**src/rtl/alu_share_arb.sv**
```systemverilog
// alu_share_arb: round-robin sharing of one combinational ALU between two
// requesters (0 = integer execute, 1 = address/branch-compare helper).
// Each requester owns a one-entry response buffer with valid/ready handshake.
module alu_share_arb #(
  parameter int XLEN = 32,
  parameter int OP_W = 4
) (
  input  logic              clk_i,
  input  logic              rst_i,
  input  logic [1:0]        req_valid_i,
  output logic [1:0]        req_ready_o,
  input  logic [2*OP_W-1:0] req_op_i,
  input  logic [2*XLEN-1:0] req_a_i,
  input  logic [2*XLEN-1:0] req_b_i,
  output logic [1:0]        rsp_valid_o,
  input  logic [1:0]        rsp_ready_i,
  output logic [2*XLEN-1:0] rsp_data_o,
  output logic [1:0]        rsp_err_o,
  output logic [OP_W-1:0]   alu_ctrl_o,
  output logic [XLEN-1:0]   alu_a_o,
  output logic [XLEN-1:0]   alu_b_o,
  input  logic [XLEN-1:0]   alu_result_i
);

  localparam logic [OP_W-1:0] OP_ADD  = '0;
  // Highest defined ALU code (SLT); anything above is illegal.
  localparam logic [OP_W-1:0] OP_LAST = OP_W'(9);

  logic [1:0]        rsp_full_q, rsp_full_d;
  logic [2*XLEN-1:0] rsp_data_q, rsp_data_d;
  logic [1:0]        rsp_err_q, rsp_err_d;
  logic              last_grant_q, last_grant_d;

  logic [1:0]        elig;
  logic [1:0]        grant;
  logic [OP_W-1:0]   sel_op;
  logic [XLEN-1:0]   sel_a;
  logic [XLEN-1:0]   sel_b;
  logic              sel_illegal;

  // Eligibility and round-robin grant; a buffer being drained this cycle may
  // be refilled in the same cycle. Requests seen during reset are never granted.
  always_comb begin
    elig = req_valid_i & (~rsp_full_q | rsp_ready_i);
    if (rst_i) begin
      elig = 2'b00;
    end
    case (elig)
      2'b01:   grant = 2'b01;
      2'b10:   grant = 2'b10;
      2'b11:   grant = last_grant_q ? 2'b01 : 2'b10;
      default: grant = 2'b00;
    endcase
  end

  // Operand/code mux onto the shared ALU; illegal codes run as ADD and are flagged.
  always_comb begin
    sel_op = '0;
    sel_a  = '0;
    sel_b  = '0;
    if (grant[0]) begin
      sel_op = req_op_i[0 +: OP_W];
      sel_a  = req_a_i[0 +: XLEN];
      sel_b  = req_b_i[0 +: XLEN];
    end else if (grant[1]) begin
      sel_op = req_op_i[OP_W +: OP_W];
      sel_a  = req_a_i[XLEN +: XLEN];
      sel_b  = req_b_i[XLEN +: XLEN];
    end
    sel_illegal = (grant != 2'b00) && (sel_op > OP_LAST);
    alu_ctrl_o  = sel_illegal ? OP_ADD : sel_op;
    alu_a_o     = sel_a;
    alu_b_o     = sel_b;
  end

  // Response buffer next state: drain on ready, refill on grant (refill wins).
  always_comb begin
    rsp_full_d   = rsp_full_q & ~rsp_ready_i;
    rsp_data_d   = rsp_data_q;
    rsp_err_d    = rsp_err_q;
    last_grant_d = last_grant_q;
    for (int k = 0; k < 2; k++) begin
      if (grant[k]) begin
        rsp_full_d[k]                 = 1'b1;
        rsp_data_d[k*XLEN +: XLEN]    = alu_result_i;
        rsp_err_d[k]                  = sel_illegal;
        last_grant_d                  = 1'(k);
      end
    end
  end

  // State registers; last_grant resets to 1 so requester 0 wins the first tie.
  always_ff @(posedge clk_i) begin
    if (rst_i) begin
      rsp_full_q   <= 2'b00;
      rsp_data_q   <= '0;
      rsp_err_q    <= 2'b00;
      last_grant_q <= 1'b1;
    end else begin
      rsp_full_q   <= rsp_full_d;
      rsp_data_q   <= rsp_data_d;
      rsp_err_q    <= rsp_err_d;
      last_grant_q <= last_grant_d;
    end
  end

  assign req_ready_o = grant;
  assign rsp_valid_o = rsp_full_q;
  assign rsp_data_o  = rsp_data_q;
  assign rsp_err_o   = rsp_err_q;

endmodule

```
**config.mk**
```make
export PLATFORM = sky130hd
export DESIGN_NAME = alu_share_arb
export DESIGN_NICKNAME = d
export VERILOG_FILES = /design/src/rtl/alu_share_arb.sv
export SDC_FILE = /design/constraint.sdc
export NUM_CORES = 1
export LEC_CHECK = 0
export CAP_MARGIN = 20
export CORE_AREA = 8 8 115 117
export DETAILED_ROUTE_END_ITERATION = 6
export DIE_AREA = 0 0 123 125
export DONT_BUFFER_PORTS = 1
export MAX_ROUTING_LAYER = met4
export REMOVE_ABC_BUFFERS = 1
export SLEW_MARGIN = 10
export SYNTH_ARGS = -nofsm -noshare
export SYNTH_HDL_FRONTEND = slang
export SYNTH_SLANG_ARGS = --single-unit
```
**constraint.sdc**
```tcl
create_clock -name clk_i -period 1.4 [get_ports clk_i]
set_clock_uncertainty 0.05 [all_clocks]
set_input_delay 0 -clock clk_i [delete_from_list [all_inputs] [get_ports clk_i]]
set_output_delay 0 -clock clk_i [all_outputs]
set_load 0.03 [all_outputs]
```
# == Yosys cells after proc, flatten, opt, wreduce, memory -nomap -nowiden ==
# Index checks and enable logic that the tools add are counted.
# word_totals
regBits,69
inputBits,174
wordCells,30
# classes
order_cmp,1
eq_ne,3
mux,12
bitwise_logic,5
reduce_logical,3
# ops
operator,n
32-bit two-way mux,4
4-bit two-way mux,3
2-bit case mux with 3 select lines,1
2-bit bitwise AND,2
"2-bit equality test, second input constant",2
"4-bit > comparator, second input constant",1
2-bit two-way mux,2
2-bit inverter,2
"2-bit by 1-bit equality test with 1-bit output, second input constant",1
1-bit two-way mux,2
2-bit OR,1
2-bit nonzero test,1
2-bit OR reduction,1
1-bit logical AND,1

# == Depth between registers and ports, before layout ==
# Gate-level depths: netlist of run 1.
# logic_depth
depth_word,11
ltp_mapped,7
ltp_nobuf,5

# == Worst setup path before layout of run 1 ==
# Ideal clock, no wire load.
# synth_timing
kind,register -> output
start,"register rsp_full_q[0], in the netlist rsp_valid_o[0]"
end,output alu_ctrl_o[0]
t_arrival_ns,1.973
required_time_ns,1.350
setup_slack_ns,-0.623
stages_incl_launch_ff,8
path_buffers,2
cell_sequence,dfxtp_1 -> nand2b_4 -> a311o_1 -> buf_2 -> nor2_4 -> buf_6 -> a22oi_1 -> a21oi_1
# synth_via
elab_chain_cells,11
word_cells_on_any_way,14
cone_classes,order compare: 1; eq/ne: 3; mux: 5; bitwise: 3; reduce/logical: 2
# synth_lines
item,line,text
"start, declared",29,"logic [1:0] rsp_full_q, rsp_full_d;"
"start signal, assigned",100,rsp_full_q <= rsp_full_d;
2-bit inverter *,44,elig = req_valid_i & (~rsp_full_q | rsp_ready_i);
2-bit OR *,44,
2-bit bitwise AND *,44,
2-bit two-way mux *,45,if (rst_i) begin
2-bit equality test or 2-bit by 1-bit equality test with 1-bit output (tied branches),48,case (elig)
2-bit case mux with 3 select lines *,48,
4-bit two-way mux,65,end else if (grant[1]) begin
4-bit two-way mux,61,if (grant[0]) begin
4-bit > comparator,70,sel_illegal = (grant != 2'b00) && (sel_op > OP_LAST);
1-bit logical AND,70,
4-bit two-way mux *,71,alu_ctrl_o = sel_illegal ? OP_ADD : sel_op;
"end, declared",19,"output logic [OP_W-1:0] alu_ctrl_o,"
# Mark *: on every way between the ends. The rest lies on a longest branch, timed or not.

# == Final worst setup path of run 1 ==
# layout_timing
start,"register rsp_full_q[1], in the netlist rsp_valid_o[1]"
end,output alu_b_o[21]
# layout_via
elab_chain_cells,8
word_cells_on_any_way,10
cone_classes,eq/ne: 3; mux: 4; bitwise: 3
# layout_lines
item,line,text
2-bit inverter *,44,
2-bit OR *,44,
2-bit bitwise AND *,44,
2-bit two-way mux *,45,
2-bit equality test or 2-bit by 1-bit equality test with 1-bit output (tied branches),48,
2-bit case mux with 3 select lines *,48,
32-bit two-way mux,65,
32-bit two-way mux *,61,
"end, declared",21,"output logic [XLEN-1:0] alu_b_o,"
# Marks and branches as above.

==> impl_metrics.yaml, run 1 <==
run_status:
  run_status: "complete, but fails checks"
  violations: "setup timing"
global_routing:
  grt_usage_pct: 21.68
  grt-ovfl-total: 0
  grt_pass1_wl_mm: 24.13
  grt_start_max_net_pins: 70
  grt_pass1_vias: 3817
  antenna_found_initial: 7
synth:
  syn_area_um2: 3246
  async_flop_share_pct: 0
  synthMostInstantiatedCell: "nand2_1"
  syn_inst: 394
  synth_cell_type_count: 27
  yosysTopAreaCell: "dfxtp_1"
  ys_top_cells_by_area: "dfxtp_1, a22o_1, nand2_1"
  synth_seq_cells: 69
  ys_top_cells_by_count: "nand2_1, dfxtp_1, a22o_1, a21oi_1, nand2b_1"
  yosys_warnings: 0
  ys_seq_area_share_pct: 42.56
  syn_avg_cell_area_um2: 8.238
  synth_edf_count: 0
  netlist.area_leader.share_pct: 42.56
  synthFlopType: "dfxtp_1"
clock_network:
  cts_num_sinks: 69
  root_buffer: "clkbuf_16"
  numCtsBuffers: 9
  cts_tree: "built"
  clock_path_buffers: 2
  clk_pin_slew_ps: 60
  cts_max_level: 3
  insertion_delay_ps: 320
worst_setup_path:
  required_ps: 1350
  crit_path_start_kind: "flop"
  cp_max_fo: 8
  critPathArrivalTime_ps: 1920
  end_kind: "primary output"
  crit_type: "reg -> out"
sta:
  setup_viol: 135
  rsz0062_at_grt: "yes"
  period_share_pct: 140.4
  hold_viol: 0
  slew_headroom_pct: 74.87
  slew_violations: 0
  tightest_slew_ps: 376.5
  setup_ws_ps: -565.5
  period_needed_ps: 1966
  max_freq_mhz: 508.8
placed_design:
  place_hpwl_mm: 12.83
  port_buffers: 0
  place_area_um2: 4258
  pre_cts_ws_ps: -313.9
  place.gp.congestion: 0.9874
drt:
  drc: 0
  drt-vias-per-instance: 5.328
  drt-pass1-iter-count: 5
  num_vias: 3772
  post_drt_wl_per_cell_um: 24.98
  wl_mm: 17.69
  drt_iter0_drc: 291
  ant_nets: 0
final_layout:
  area_delta_synth_final_pct: 77.60
  stdcell_area_um2: 5764
  drive_above_1_share_pct: 35.74
  nets: 723
power_and_ir_drop:
  peakVddDrop_uv: 716.8
  power.density_nw_per_um2: 1184
  p_leak_uw: 0.002366
  finalPower_uw: 6824
floorplanning:
  die_h_um: 125
  rows: 40
  core_um2: 11610
  fp.dieW_um: 123
  io_pins: 312
  initial_core_util_pct: 27.95
  die_area_um2: 15380
job:
  maxCapViolations: 0
worst_hold_path:
  hp-class: "in -> reg"
==> routing by layer <==
layer  global-route usage, %  wire length, um  vias up
met5                       -                0        -
met3                   9.586             1725       44
li1                        -                -     1701
met4                   12.12              677        0
met1                   21.70             6324     1797
met2                   34.56             8962      230
==> critical path, stage by stage (launching register included) <==
cell,delay (ps)
dfxtp_2,320
nor2b_4,140
a311o_2,350
nor2_4,110
buf_12,140
buf_12,130
buf_12,100
a22o_1,150
buf_6,140
==> timing repair <==
| action | 4_1_cts | 5_1_grt |
|---|---|---|
| pin swaps | 6 | 14 |
| endpoints found under the setup margin | 136 | 136 |
| hold buffers | 40 | 0 |
| buffers inserted | 9 | 8 |
| resized for setup | 87 | 43 |
| endpoints found under the hold margin | 69 | 0 |
| cloned | 4 | 3 |
==> through the flow <==
stage | TNS, ps | utilization [%] | std cells | hold WS [ps]
global placement | -20410 | 36.67 | 625 | 26.84
CTS | -49690 | 47.84 | 694 | 6.821
finish | -48510 | 49.64 | 708 | 23.45
detailed placement | -24990 | 36.67 | 625 | 29.95
global route | -57290 | 49.64 | 708 | 33.56
floorplan | -302430 | - | 358 | 19.07
==> final timing paths <==
kind / startpoint / to / slack, ps / depth (start not counted)
max: rsp_valid_o[1] / alu_b_o[21] / -570 / 8
max reg2reg: rsp_valid_o[0] / rsp_data_o[56] / -340 / 9
min: rst_i / rsp_data_o[14] / 20 / 3
min reg2reg: rsp_data_o[57] / rsp_data_o[57] / 400 / 2
==> cell usage in the layout (no fill, tap or decap), types with 2 or more instances in the layout <==
cell           count
dfxtp_2            2
clkbuf_8           4
bufinv_16          2
buf_16             2
buf_8              4
buf_4             49
dlygate4sd3_1     39
inv_1              2
o21ai_0           24
nor2_4             2
nand2_2            9
a22oi_1            2
a21oi_1           21
buf_12            13
buf_6             70
o21ai_1            9
nor2_1             5
nand2b_1          34
a22o_1            63
clkbuf_16         12
a21oi_2           16
diode_2            7
nand2_1           87
dfxtp_1           67
==> flip-flops by register name (all words and copies together), names as in the netlist <==
signal,count
last_grant_q,1
rsp_data_o,64
rsp_err_o,2
rsp_valid_o,2
==> final cells by class <==
class | count | area [um2]
inverters | 2 | 7.507
multi-input cells | 287 | 1829
flip-flops and latches | 69 | 1384
clock buffers | 13 | 280.3
diodes | 7 | 17.52
clock inverters | 3 | 65.06
repair buffers | 180 | 1997
fillers | 1060 | 5847
well taps | 147 | 183.9
==> power by group <==
part	internal [uW]	switching [uW]	leakage (uW)
Sequential	2110	220	0.000568
Clock	1750	811	0.000172
Combinational	872	1060	0.00163
Total	4730	2090	0.00237
==> cell families (layout without fill, tap and decap cells) <==
kind of cell	count (synthesis)	after routing	share of synthesized area, %
AO/OA/AOI/OAI	143	143	31.34
flip-flops	69	69	42.56
AND/OR/NAND/NOR	144	144	20.35
buffers and inverters	38	198	5.744
other	0	7	0
Note: power is estimated with default switching activity, not from simulation.
==> run 2: changes to the inputs <==
--- a/config.mk
+++ b/config.mk
@@ -5,13 +5,13 @@
 export SDC_FILE = /design/constraint.sdc
 export NUM_CORES = 1
 export LEC_CHECK = 0
-export CAP_MARGIN = 20
 export CORE_AREA = 8 8 115 117
 export DETAILED_ROUTE_END_ITERATION = 6
 export DIE_AREA = 0 0 123 125
 export DONT_BUFFER_PORTS = 1
 export MAX_ROUTING_LAYER = met4
 export REMOVE_ABC_BUFFERS = 1
+export SKIP_LAST_GASP = 1
 export SLEW_MARGIN = 10
 export SYNTH_ARGS = -nofsm -noshare
 export SYNTH_HDL_FRONTEND = slang
==> impl_metrics.yaml, run 2 (synthesized netlist as in run 1, its figures left out) <==
run_status:
  run_status: "complete, but fails checks"
  violations: "setup timing"
placed_design:
  place.gp.congestion: 0.9874
  port_buffers: 0
  place_hpwl_mm: 12.83
  place_area_um2: 4258
  dpl.cell_count: 625
global_routing:
  grt_pass1_wl_mm: 23.88
  antenna_found_initial: 8
  grt-ovfl-total: 0
  grt_pass1_vias: 3796
  grt_start_max_net_pins: 70
  grt_usage_pct: 21.39
floorplanning:
  rows: 40
  initial_core_util_pct: 27.95
  die_h_um: 125
  fp.dieW_um: 123
  core_um2: 11610
  io_pins: 312
  die_area_um2: 15380
worst_setup_path:
  crit_start: "rsp_valid_o[0]"
  end_kind: "primary output"
  required_ps: 1350
  r2r_end: "rsp_data_o[2]"
  crit_type: "reg -> out"
  crit_path_frequent_cell: "buf_12"
  critPathArrivalTime_ps: 1930
  rr_worst_depth: 9
  cp_max_fo: 8
  path_cells: "nand2b_4, a311o_2, nor2_4, buf_12, buf_12, buf_12, a22o_1, buf_6"
  critPathSlowestCell: "a311o_2"
  rrSetupSlack_ps: -340
  timing.rr.start: "rsp_valid_o[1]"
  max_stage_delay_ps: 400
  crit_path_start_kind: "flop"
worst_hold_path:
  hold_start: "rsp_ready_i[0]"
  hp-class: "in -> reg"
  min_to: "rsp_valid_o[0]"
  hold_depth: 4
sta:
  max_freq_mhz: 505.5
  setup_ws_ps: -578.1
  period_needed_ps: 1978
  setup_viol: 136
  hold_viol: 0
  slew_violations: 0
  slew_headroom_pct: 75.11
  rsz0062_at_grt: "yes"
  tightest_slew_ps: 372.8
  period_share_pct: 141.3
  fin_hold_ws_ps: 59.56
final_layout:
  final_cell_mix: "nand2_1, buf_6, dfxtp_1"
  nets: 736
  layout_commonest_cell: "nand2_1"
  area_delta_synth_final_pct: 82.23
  stdcell_area_um2: 5914
  largest_reg_flops: 64
  drive_above_1_share_pct: 34.57
  fin_cells: 722
clock_network:
  clock_path_buffers: 2
  numCtsBuffers: 9
  cts_num_sinks: 69
  root_buffer: "clkbuf_16"
  clk_pin_slew_ps: 60
  cts_max_level: 3
  insertion_delay_ps: 320
  cts_tree: "built"
job:
  maxCapViolations: 0
drt:
  drc: 0
  num_vias: 3877
  drt-pass1-iter-count: 5
  drt-vias-per-instance: 5.370
  wl_mm: 18.30
  post_drt_wl_per_cell_um: 25.34
  drt_iter0_drc: 309
  ant_nets: 0
power_and_ir_drop:
  finalPower_uw: 6889
  peakVddDrop_uv: 720.2
  p_leak_uw: 0.002463
  power.density_nw_per_um2: 1165
==> run 2: area by class of cell <==
cell class              instances  area, um2
repair buffers                193       2193
diodes                          8      20.02
fillers                      1037       5697
clock inverters                 3      65.06
multi-input cells             287       1780
inverters                       2      7.507
flip-flops and latches         69       1384
well taps                     147      183.9
clock buffers                  13      280.3
==> run 2: worst max-delay path by stage <==
| stage | end | slack (ps) | cells past startpoint |
|---|---|---|---|
| finish | alu_b_o[21] | -580 | 8 |
| global route | alu_ctrl_o[2] | -620 | 8 |
| CTS | alu_ctrl_o[0] | -600 | 7 |
| detailed placement | alu_ctrl_o[0] | -310 | 7 |
| global placement | alu_ctrl_o[0] | -250 | 7 |
| floorplan | alu_ctrl_o[0] | -3110 | 5 |
==> run 2: power by group <==
group          switching, uW  total [uW]  internal, uW
sequential               220        2330          2110
combinational           1070        2000           927
clock                    811        2560          1750
==> run 2: timing repair <==
action	4_1_cts	5_1_grt
endpoints found under the setup margin	136	136
resized for setup	39	76
pin swaps	6	12
gates cloned	4	9
setup buffers	9	15
hold endpoints to repair	69	0
hold buffers	40	0
==> run 2: worst max-delay path: cells and delay by family, from the launching register on <==
kind	cells	cell delay, ps
buffers and inverters	4	490
AOI/OAI and AO/OA	2	550
DFF	1	350
and+or+nand+nor	2	210
==> run 2: per-stage QoR <==
stage	worst slack [ps]	TNS (ps)	util (%)
after CTS	-601.8	-50090	46.30
final	-578.1	-51800	50.94
after global placement	-250.8	-20410	36.67
after detailed placement	-313.9	-24990	36.67
after global routing	-624.0	-60440	50.94
after floorplan	-3108	-302430	-
==> run 2: metal layers <==
| metal | vias to the layer above | wire [um] | part of all wire [%] | GRT usage (%) |
|---|---|---|---|---|
| met2 | 279 | 9242 | 51 | 34.21 |
| met1 | 1818 | 6097 | 33 | 21.32 |
| met4 | 0 | 705 | 3.9 | 11.84 |
| li1 | 1727 | - | - | - |
| met5 | - | 0 | 0 | - |
| met3 | 53 | 2250 | 12 | 9.541 |
